[config.mk]
export PLATFORM = sky130hd
export DESIGN_NAME = sort_job_ctrl
export DESIGN_NICKNAME = d
export VERILOG_FILES = /design/src/rtl/sort_job_ctrl.sv
export SDC_FILE = /design/constraint.sdc
export NUM_CORES = 1
export LEC_CHECK = 0
export ABC_AREA = 1
export BUFFER_PORTS_ARGS = -buffer_cell sky130_fd_sc_hd__buf_2
export CORE_ASPECT_RATIO = 1.75
export CORE_MARGIN = 8
export CORE_UTILIZATION = 41
export CTS_BUF_LIST = sky130_fd_sc_hd__clkbuf_2 sky130_fd_sc_hd__clkbuf_4 sky130_fd_sc_hd__clkbuf_8
export DETAILED_ROUTE_END_ITERATION = 8
export PLACE_DENSITY = 0.81
export SYNTH_ARGS = -nofsm -noshare
export SYNTH_HDL_FRONTEND = slang
export SYNTH_SLANG_ARGS = --single-unit
[constraint.sdc]
create_clock -name clk -period 1.8 [get_ports clk]
set_input_delay 0 -clock clk [delete_from_list [all_inputs] [get_ports clk]]
set_output_delay 0 -clock clk [all_outputs]
set_load 0.01 [all_outputs]
[src/rtl/sort_job_ctrl.sv]
// Job sequencer around an external RAM-based sorter: loads DEPTH words, runs the sort, then drains the
// sorted words on a valid/ready stream. Optional sort watchdog is enabled by defining SORT_JOB_TIMEOUT_EN.
module sort_job_ctrl #(
    parameter int DATA_WIDTH     = 8,
    parameter int ADDR_WIDTH     = 3,
    parameter int TIMEOUT_CYCLES = 1024
) (
    input  logic                  clk,
    input  logic                  rstn,
    input  logic                  start,
    output logic                  busy,
    output logic                  job_done,
    output logic                  err,
    input  logic                  in_valid,
    output logic                  in_ready,
    input  logic [DATA_WIDTH-1:0] in_data,
    output logic                  out_valid,
    input  logic                  out_ready,
    output logic [DATA_WIDTH-1:0] out_data,
    output logic                  out_last,
    output logic                  srt_s,
    output logic                  srt_wrin,
    output logic                  srt_rd,
    output logic [ADDR_WIDTH-1:0] srt_radd,
    output logic [DATA_WIDTH-1:0] srt_datain,
    input  logic                  srt_done,
    input  logic [DATA_WIDTH-1:0] srt_dout
);

    typedef enum logic [2:0] {
        S_IDLE, S_LOAD, S_SORT, S_RELEASE, S_RD, S_CAP, S_OUT
    } state_t;

    localparam logic [ADDR_WIDTH-1:0] LAST_ADDR = '1;

    state_t                  r_state, w_state_next;
    logic [ADDR_WIDTH-1:0]   r_cnt, w_cnt_next;
    logic                    r_out_valid, w_out_valid_next;
    logic [DATA_WIDTH-1:0]   r_out_data, w_out_data_next;
    logic                    r_out_last, w_out_last_next;
    logic                    r_job_done, w_job_done_next;
    logic                    r_srt_s;

`ifdef SORT_JOB_TIMEOUT_EN
    localparam int TMO_W = $clog2(TIMEOUT_CYCLES + 1);
    localparam logic [TMO_W-1:0] TMO_LAST = TMO_W'(TIMEOUT_CYCLES - 1);

    logic [TMO_W-1:0] r_tmo, w_tmo_next;
    logic             r_err, w_err_next;
    logic             r_abort, w_abort_next;
`endif

    always_ff @(posedge clk or negedge rstn) begin
        if (!rstn) begin
            r_state     <= S_IDLE;
            r_cnt       <= '0;
            r_out_valid <= 1'b0;
            r_out_data  <= '0;
            r_out_last  <= 1'b0;
            r_job_done  <= 1'b0;
            r_srt_s     <= 1'b0;
`ifdef SORT_JOB_TIMEOUT_EN
            r_tmo       <= '0;
            r_err       <= 1'b0;
            r_abort     <= 1'b0;
`endif
        end else begin
            r_state     <= w_state_next;
            r_cnt       <= w_cnt_next;
            r_out_valid <= w_out_valid_next;
            r_out_data  <= w_out_data_next;
            r_out_last  <= w_out_last_next;
            r_job_done  <= w_job_done_next;
            r_srt_s     <= (w_state_next == S_SORT);
`ifdef SORT_JOB_TIMEOUT_EN
            r_tmo       <= w_tmo_next;
            r_err       <= w_err_next;
            r_abort     <= w_abort_next;
`endif
        end
    end

    always_comb begin
        w_state_next     = r_state;
        w_cnt_next       = r_cnt;
        w_out_valid_next = r_out_valid;
        w_out_data_next  = r_out_data;
        w_out_last_next  = r_out_last;
        w_job_done_next  = 1'b0;
`ifdef SORT_JOB_TIMEOUT_EN
        w_tmo_next       = r_tmo;
        w_err_next       = r_err;
        w_abort_next     = r_abort;
`endif
        case (r_state)
            S_IDLE: begin
                if (start) begin
                    w_state_next = S_LOAD;
                    w_cnt_next   = '0;
`ifdef SORT_JOB_TIMEOUT_EN
                    w_err_next   = 1'b0;
`endif
                end
            end
            S_LOAD: begin
                if (in_valid) begin
                    w_cnt_next = r_cnt + 1'b1;
                    if (r_cnt == LAST_ADDR) begin
                        w_state_next = S_SORT;
`ifdef SORT_JOB_TIMEOUT_EN
                        w_tmo_next   = '0;
`endif
                    end
                end
            end
            S_SORT: begin
                if (srt_done) begin
                    w_state_next = S_RELEASE;
`ifdef SORT_JOB_TIMEOUT_EN
                end else if (r_tmo == TMO_LAST) begin
                    // Watchdog expiry: still pass through RELEASE so srt_s drops cleanly, then abandon.
                    w_state_next = S_RELEASE;
                    w_err_next   = 1'b1;
                    w_abort_next = 1'b1;
                end else begin
                    w_tmo_next   = r_tmo + 1'b1;
`endif
                end
            end
            S_RELEASE: begin
                w_state_next = S_RD;
`ifdef SORT_JOB_TIMEOUT_EN
                if (r_abort) begin
                    w_state_next = S_IDLE;
                    w_abort_next = 1'b0;
                end
`endif
            end
            S_RD: begin
                w_state_next = S_CAP;
            end
            S_CAP: begin
                w_out_data_next  = srt_dout;
                w_out_valid_next = 1'b1;
                w_out_last_next  = (r_cnt == LAST_ADDR);
                w_state_next     = S_OUT;
            end
            S_OUT: begin
                // out_valid is always high here, so out_ready alone marks the handshake.
                if (out_ready) begin
                    w_out_valid_next = 1'b0;
                    if (r_out_last) begin
                        w_state_next    = S_IDLE;
                        w_job_done_next = 1'b1;
                        w_cnt_next      = '0;
                    end else begin
                        w_cnt_next   = r_cnt + 1'b1;
                        w_state_next = S_RD;
                    end
                end
            end
            default: begin
                w_state_next = S_IDLE;
            end
        endcase
    end

    // Sorter host port is steered combinationally from the current state.
    always_comb begin
        srt_wrin   = 1'b0;
        srt_rd     = 1'b0;
        srt_radd   = '0;
        srt_datain = '0;
        case (r_state)
            S_LOAD: begin
                srt_wrin   = in_valid;
                srt_radd   = r_cnt;
                srt_datain = in_data;
            end
            S_RD, S_CAP: begin
                srt_rd   = 1'b1;
                srt_radd = r_cnt;
            end
            default: begin
                srt_wrin = 1'b0;
            end
        endcase
    end

    assign busy      = (r_state != S_IDLE);
    assign in_ready  = (r_state == S_LOAD);
    assign out_valid = r_out_valid;
    assign out_data  = r_out_data;
    assign out_last  = r_out_last;
    assign job_done  = r_job_done;
    assign srt_s     = r_srt_s;

`ifdef SORT_JOB_TIMEOUT_EN
    assign err = r_err;
`else
    // No watchdog in this build; the parameter is still referenced so both builds share one parameter list.
    assign err = 1'b0 & (TIMEOUT_CYCLES < 0);
`endif

endmodule

==> impl_metrics.env, run 1 <==
export IMPL_run_status="finished clean"
export IMPL_via_per_inst=4.61
export IMPL_gp_congestion=0.818
export IMPL_setup_viol=0
export IMPL_worstPathRequired_ps=1800
export IMPL_crit_path_max_fanout=16
export IMPL_hold_violations=0
export IMPL_diodes=0
export IMPL_die_h_um=82.2
export IMPL_synth_cell_types=18
export IMPL_path_clk_slew_ps=70
export IMPL_grt_usage=0.135
export IMPL_cts_tree="yes"
export IMPL_post_place_ws_ps=437
export IMPL_p_seq_frac=0.353
export IMPL_fin_setup_tns_ps=0
export IMPL_insertion_delay_ps=260
export IMPL_final_cell_mix="48 x buf_2, 45 x nand2_1, 21 x nand3_1"
export IMPL_cp_end_kind="output port"
export IMPL_switching_share=0.448
export IMPL_final_common_cell="buf_2"
export IMPL_ant_nets=0
export IMPL_start_kind="register"
export IMPL_syn_cell_area_sq_um=1030
export IMPL_post_route_period_util=0.882
export IMPL_grt_pass1_vias=1167
export IMPL_yosysSeqAreaShare=0.438
export IMPL_cts_root_buf="clkbuf_8"
export IMPL_maxCapViolations=0
export IMPL_setup_ws_ps=212
export IMPL_drt_total_wl_mm=2.84
export IMPL_crit_slowest_cell="dfrtp_1"
export IMPL_crit_buf_inv=2
export IMPL_num_rows=24
export IMPL_hold_class="in2reg"
export IMPL_initial_utilization=0.422
export IMPL_crit_type="reg2out"
export IMPL_path_cells="nand2_1, nor2_4, inv_2, nor2_1, buf_2"
export IMPL_grt_pass1_wl_mm=4.67
export IMPL_pwr_share_comb=0.483
export IMPL_numCtsBuffers=3
export IMPL_pin_count=50
export IMPL_ctsResizeCount=0
export IMPL_drtIter0Drc=19
export IMPL_synth_nets=170
export IMPL_antenna_found_initial=0
export IMPL_overflow=0
export IMPL_p_leak_nw=0.876
export IMPL_drv_slew=0
export IMPL_dieArea_sq_um=4430
export IMPL_grt_max_degree=19
export IMPL_layout_nets=228
export IMPL_first_pass_iters=4
export IMPL_internal_power_mw=1.12
export IMPL_rsz0062_at_grt="no"
export IMPL_syn_instance_count=146
export IMPL_min_period_ps=1590
export IMPL_tightest_slew_ps=513
export IMPL_vias=1056
export IMPL_core_sq_um=2430
export IMPL_cts_num_sinks=18
export IMPL_dp_hpwl_mm=2.14
export IMPL_p_per_area_nw_per_um2=1430
export IMPL_post_cts_buffers=0
export IMPL_pwr_share_clk=0.164
export IMPL_synth_seq_cells=18
export IMPL_finClkSkew_ps=2.33
export IMPL_drcViolationCount=0
export IMPL_syn_area_per_cell_sq_um=7.04
export IMPL_reg2reg_slack_ps=390
export IMPL_slew_headroom=0.658
export IMPL_drive_gt1_frac=0.305
export IMPL_whs_ps=28.3
export IMPL_clock_fmax_mhz=630
export IMPL_critPathMaxStageDelay_ps=670
export IMPL_peakVddDrop_mv=0.914
export IMPL_clk_path_buf_depth=2
export IMPL_cp_top_family="flip-flops"
export IMPL_yosysWarnings=0
export IMPL_arrival_ps=1590
export IMPL_h_tree_depth=1
export IMPL_fp_dieW_um=53.8
export IMPL_power_switching_mw=0.911
export IMPL_io_buffers=48
export IMPL_wire_per_inst_um=12.4
export IMPL_syn_to_final_growth_pct=38.2
==> final cells by class <==
type                       count  area, sq um
timing repair buffer          59          345
fill                         237         1010
sequential                    18          450
inverter                      23         86.3
clock buffer                   4         55.1
tap                           26         32.5
multi-input combinational     99          450
==> registers in the layout, indices dropped and copies added, names as in the netlist <==
name,count
job_done,1
out_data,8
out_last,1
out_valid,1
r_cnt,3
r_state,3
srt_s,1
==> repair_timing <==
action / in CTS / in global routing
endpoints found under the hold margin: 26 / 0
hold buffers: 9 / 0
setup endpoints to repair: 0 / 0
==> stage by stage <==
| stage | cell area [sq um] | utilization | total power [mW] | std cells |
|---|---|---|---|---|
| after floorplan | 1030 | - | 1.37 | 146 |
| after global placement | 1270 | 0.524 | 1.67 | 216 |
| after detailed placement | 1270 | 0.524 | 1.70 | 216 |
| after CTS | 1420 | 0.584 | 2.05 | 229 |
| after global routing | 1420 | 0.584 | 2.23 | 229 |
| final | 1420 | 0.584 | 2.03 | 229 |
==> power groups by stage <==
stage | combinational (mW) | sequential [mW] | clock, mW
final | 0.981 | 0.718 | 0.334
after global routing | 1.13 | 0.745 | 0.353
after CTS | 0.995 | 0.720 | 0.338
after detailed placement | 0.973 | 0.723 | 0
after global placement | 0.948 | 0.723 | 0
after floorplan | 0.678 | 0.697 | 0
==> worst paths after layout <==
kind	endpoint	from	cells after the start
worst min-delay path	job_done$_DFF_PN0_	out_ready	3
max in group asynchronous	r_state[2]$_DFF_PN0_	rstn	2
worst max-delay path	srt_datain[0]	r_state[0]$_DFF_PN0_	5
worst max register to register	out_data[0]$_DFFE_PN0P_	r_state[2]$_DFF_PN0_	5
min in group asynchronous	out_data[5]$_DFFE_PN0P_	rstn	2
worst min register to register	out_data[6]$_DFFE_PN0P_	out_data[6]$_DFFE_PN0P_	2
==> synth_stat cells, drive strengths merged <==
cell | number | area [sq um]
o21ai | 2 | 10.0
nand4 | 1 | 6.26
nand2 | 47 | 181
ha | 2 | 25.0
conb | 1 | 3.75
nand3 | 21 | 105
nor3 | 1 | 5.00
dfrtp | 18 | 450
nor2 | 23 | 106
buf | 6 | 40.0
o21bai | 1 | 7.51
clkinv | 1 | 3.75
inv | 22 | 82.6
==> logic make-up (layout without fill, tap and decap cells) <==
| kind of cell | Yosys count | in the layout | synth area share |
|---|---|---|---|
| buf+inv | 29 | 86 | 0.123 |
| simple gates | 93 | 93 | 0.393 |
| other cells | 1 | 1 | 0.00365 |
| compound gates | 3 | 3 | 0.0171 |
| fa+ha+maj | 2 | 2 | 0.0244 |
| flops | 18 | 18 | 0.438 |
==> worst reg2reg max path, cell delays in order (launching register included) <==
cell and delay (ps):
dfrtp_1 520, inv_1 150, nor2_1 180, nand2_1 260
nand2_1 140, nand2_1 60
==> routing by layer <==
layer	routed length [um]	part of all wire	GRT usage
met1	1110	0.39	0.139
met2	1250	0.44	0.223
met3	410	0.14	0.0520
met4	67	0.024	0.0787
met5	0	0	0
Note: power is estimated with default switching activity, not from simulation.
==> inputs of run 2 (changes only) <==
Settings changed: CTS_CLUSTER_SIZE from default to 10, PLACE_DENSITY 0.81 to 0.84.
Clock period 1.8 ns to 1.4 ns, I/O delays scaled along.
==> impl_metrics.env, run 2 (synthesis results as in run 1) <==
export IMPL_grt_max_degree=19
export IMPL_setup_viol=0
export IMPL_dp_hpwl_mm=2.19
export IMPL_grt_pass1_vias=1130
export IMPL_placed_area_sq_um=1280
export IMPL_antenna_found_initial=0
export IMPL_fp_dieW_um=53.8
export IMPL_worstPathRequired_ps=1550
export IMPL_drv_slew=0
export IMPL_whs_ps=19.2
export IMPL_path_clk_slew_ps=70
export IMPL_run_status="finished clean"
export IMPL_arrival_ps=1490
export IMPL_grt_usage=0.142
export IMPL_pin_count=50
export IMPL_nFillCells=216
export IMPL_finClkSkew_ps=3.27
export IMPL_crit_buf_inv=1
export IMPL_maxCapViolations=0
export IMPL_vias=1139
export IMPL_via_per_inst=4.81
export IMPL_min_period_ps=1330
export IMPL_cts_num_sinks=18
export IMPL_p_per_area_nw_per_um2=1840
export IMPL_wire_per_inst_um=12.5
export IMPL_multiInputGateArea_sq_um=468
export IMPL_core_sq_um=2430
export IMPL_critPathMaxStageDelay_ps=470
export IMPL_crit_type="reg2reg"
export IMPL_hold_violations=0
export IMPL_overflow=0
export IMPL_ff_latch_area_sq_um=454
export IMPL_numCtsBuffers=3
export IMPL_first_pass_iters=4
export IMPL_p_leak_nw=0.904
export IMPL_crit_path_max_fanout=9
export IMPL_final_common_cell="buf_2"
export IMPL_h_tree_depth=1
export IMPL_hold_class="in2reg"
export IMPL_gp_congestion=0.756
export IMPL_clk_path_buf_depth=2
export IMPL_post_place_ws_ps=65.4
export IMPL_post_route_period_util=0.953
export IMPL_cp_top_family="simple AND/OR/NAND/NOR gates"
export IMPL_start_kind="register"
export IMPL_layout_nets=237
export IMPL_diodes=0
export IMPL_peakVddDrop_mv=1.24
export IMPL_design_power_total_mw=2.75
export IMPL_final_cell_mix="48 x buf_2, 45 x nand2_1, 21 x nand3_1"
export IMPL_die_h_um=82.2
export IMPL_fin_setup_tns_ps=0
export IMPL_cts_root_buf="clkbuf_8"
export IMPL_cp_end_kind="register"
export IMPL_io_buffers=48
export IMPL_ant_nets=0
export IMPL_path_cells="buf_4, nor2_4, nand2_2, nand2_2, nand3_1, nand2_1, nand2_1"
export IMPL_num_rows=24
export IMPL_setup_ws_ps=65.2
export IMPL_grt_pass1_wl_mm=4.79
export IMPL_drcViolationCount=0
export IMPL_fin_area_sq_um=1500
export IMPL_largest_reg_flops=8
export IMPL_syn_to_final_growth_pct=45.8
export IMPL_reg2reg_slack_ps=70
export IMPL_crit_slowest_cell="dfrtp_2"
export IMPL_insertion_delay_ps=260
export IMPL_initial_utilization=0.422
export IMPL_dieArea_sq_um=4430
export IMPL_drt_total_wl_mm=2.97
export IMPL_cts_tree="yes"
export IMPL_clock_fmax_mhz=749
export IMPL_drtIter0Drc=23
export IMPL_drive_gt1_frac=0.365
==> run 2: path summary, 6_finish.rpt <==
check	start	cells past startpoint	endpoint
max reg2reg	r_state[0]$_DFF_PN0_	7	r_cnt[1]$_DFFE_PN0P_
min	out_ready	3	job_done$_DFF_PN0_
max in group asynchronous	rstn	2	r_state[1]$_DFF_PN0_
min in group asynchronous	rstn	2	out_data[5]$_DFFE_PN0P_
min reg2reg	out_data[0]$_DFFE_PN0P_	2	out_data[0]$_DFFE_PN0P_
max	r_state[0]$_DFF_PN0_	7	r_cnt[1]$_DFFE_PN0P_
==> run 2: stage by stage <==
stage,std cells,utilization
2_1_floorplan,146,-
3_3_place_gp,217,0.527
3_5_place_dp,217,0.527
4_1_cts,229,0.582
5_1_grt,237,0.616
6_report,237,0.616
==> run 2: routing by layer <==
metal  track usage  up-vias  wire [um]  share of wire
li1              -      567          -              -
met4        0.0761        0         68          0.023
met2         0.256       39       1550           0.52
met1         0.140      528       1090           0.37
met3        0.0358        5        256          0.086
met5             0        -          0              0
==> run 2: power by group <==
part	switching [mW]	leakage [nW]	internal, mW	total [mW]
Sequential	0.183	0.224	0.723	0.906
Combinational	0.863	0.659	0.620	1.48
Clock	0.174	0.0216	0.192	0.366
Total	1.22	0.904	1.53	2.75
==> run 2: timing repair <==
action	4_1_cts	5_1_grt
resized for setup	1	7
buffers inserted	0	8
endpoints found under the setup margin	12	26
hold buffers	9	0
pin swaps	0	7
hold endpoints to repair	26	0
==> run 2: final cells by class <==
class,count,share of cell area
multi-input combinational,99,0.312
sequential,18,0.303
tap,26,0.0217
clock buffer,3,0.0276
timing repair buffer,68,0.276
inverter,23,0.0593
==> run 2: tightest hold or removal path, cell delays in order <==
cell     delay, ps
buf_2          110
nand2_1         80
nor3_1          50
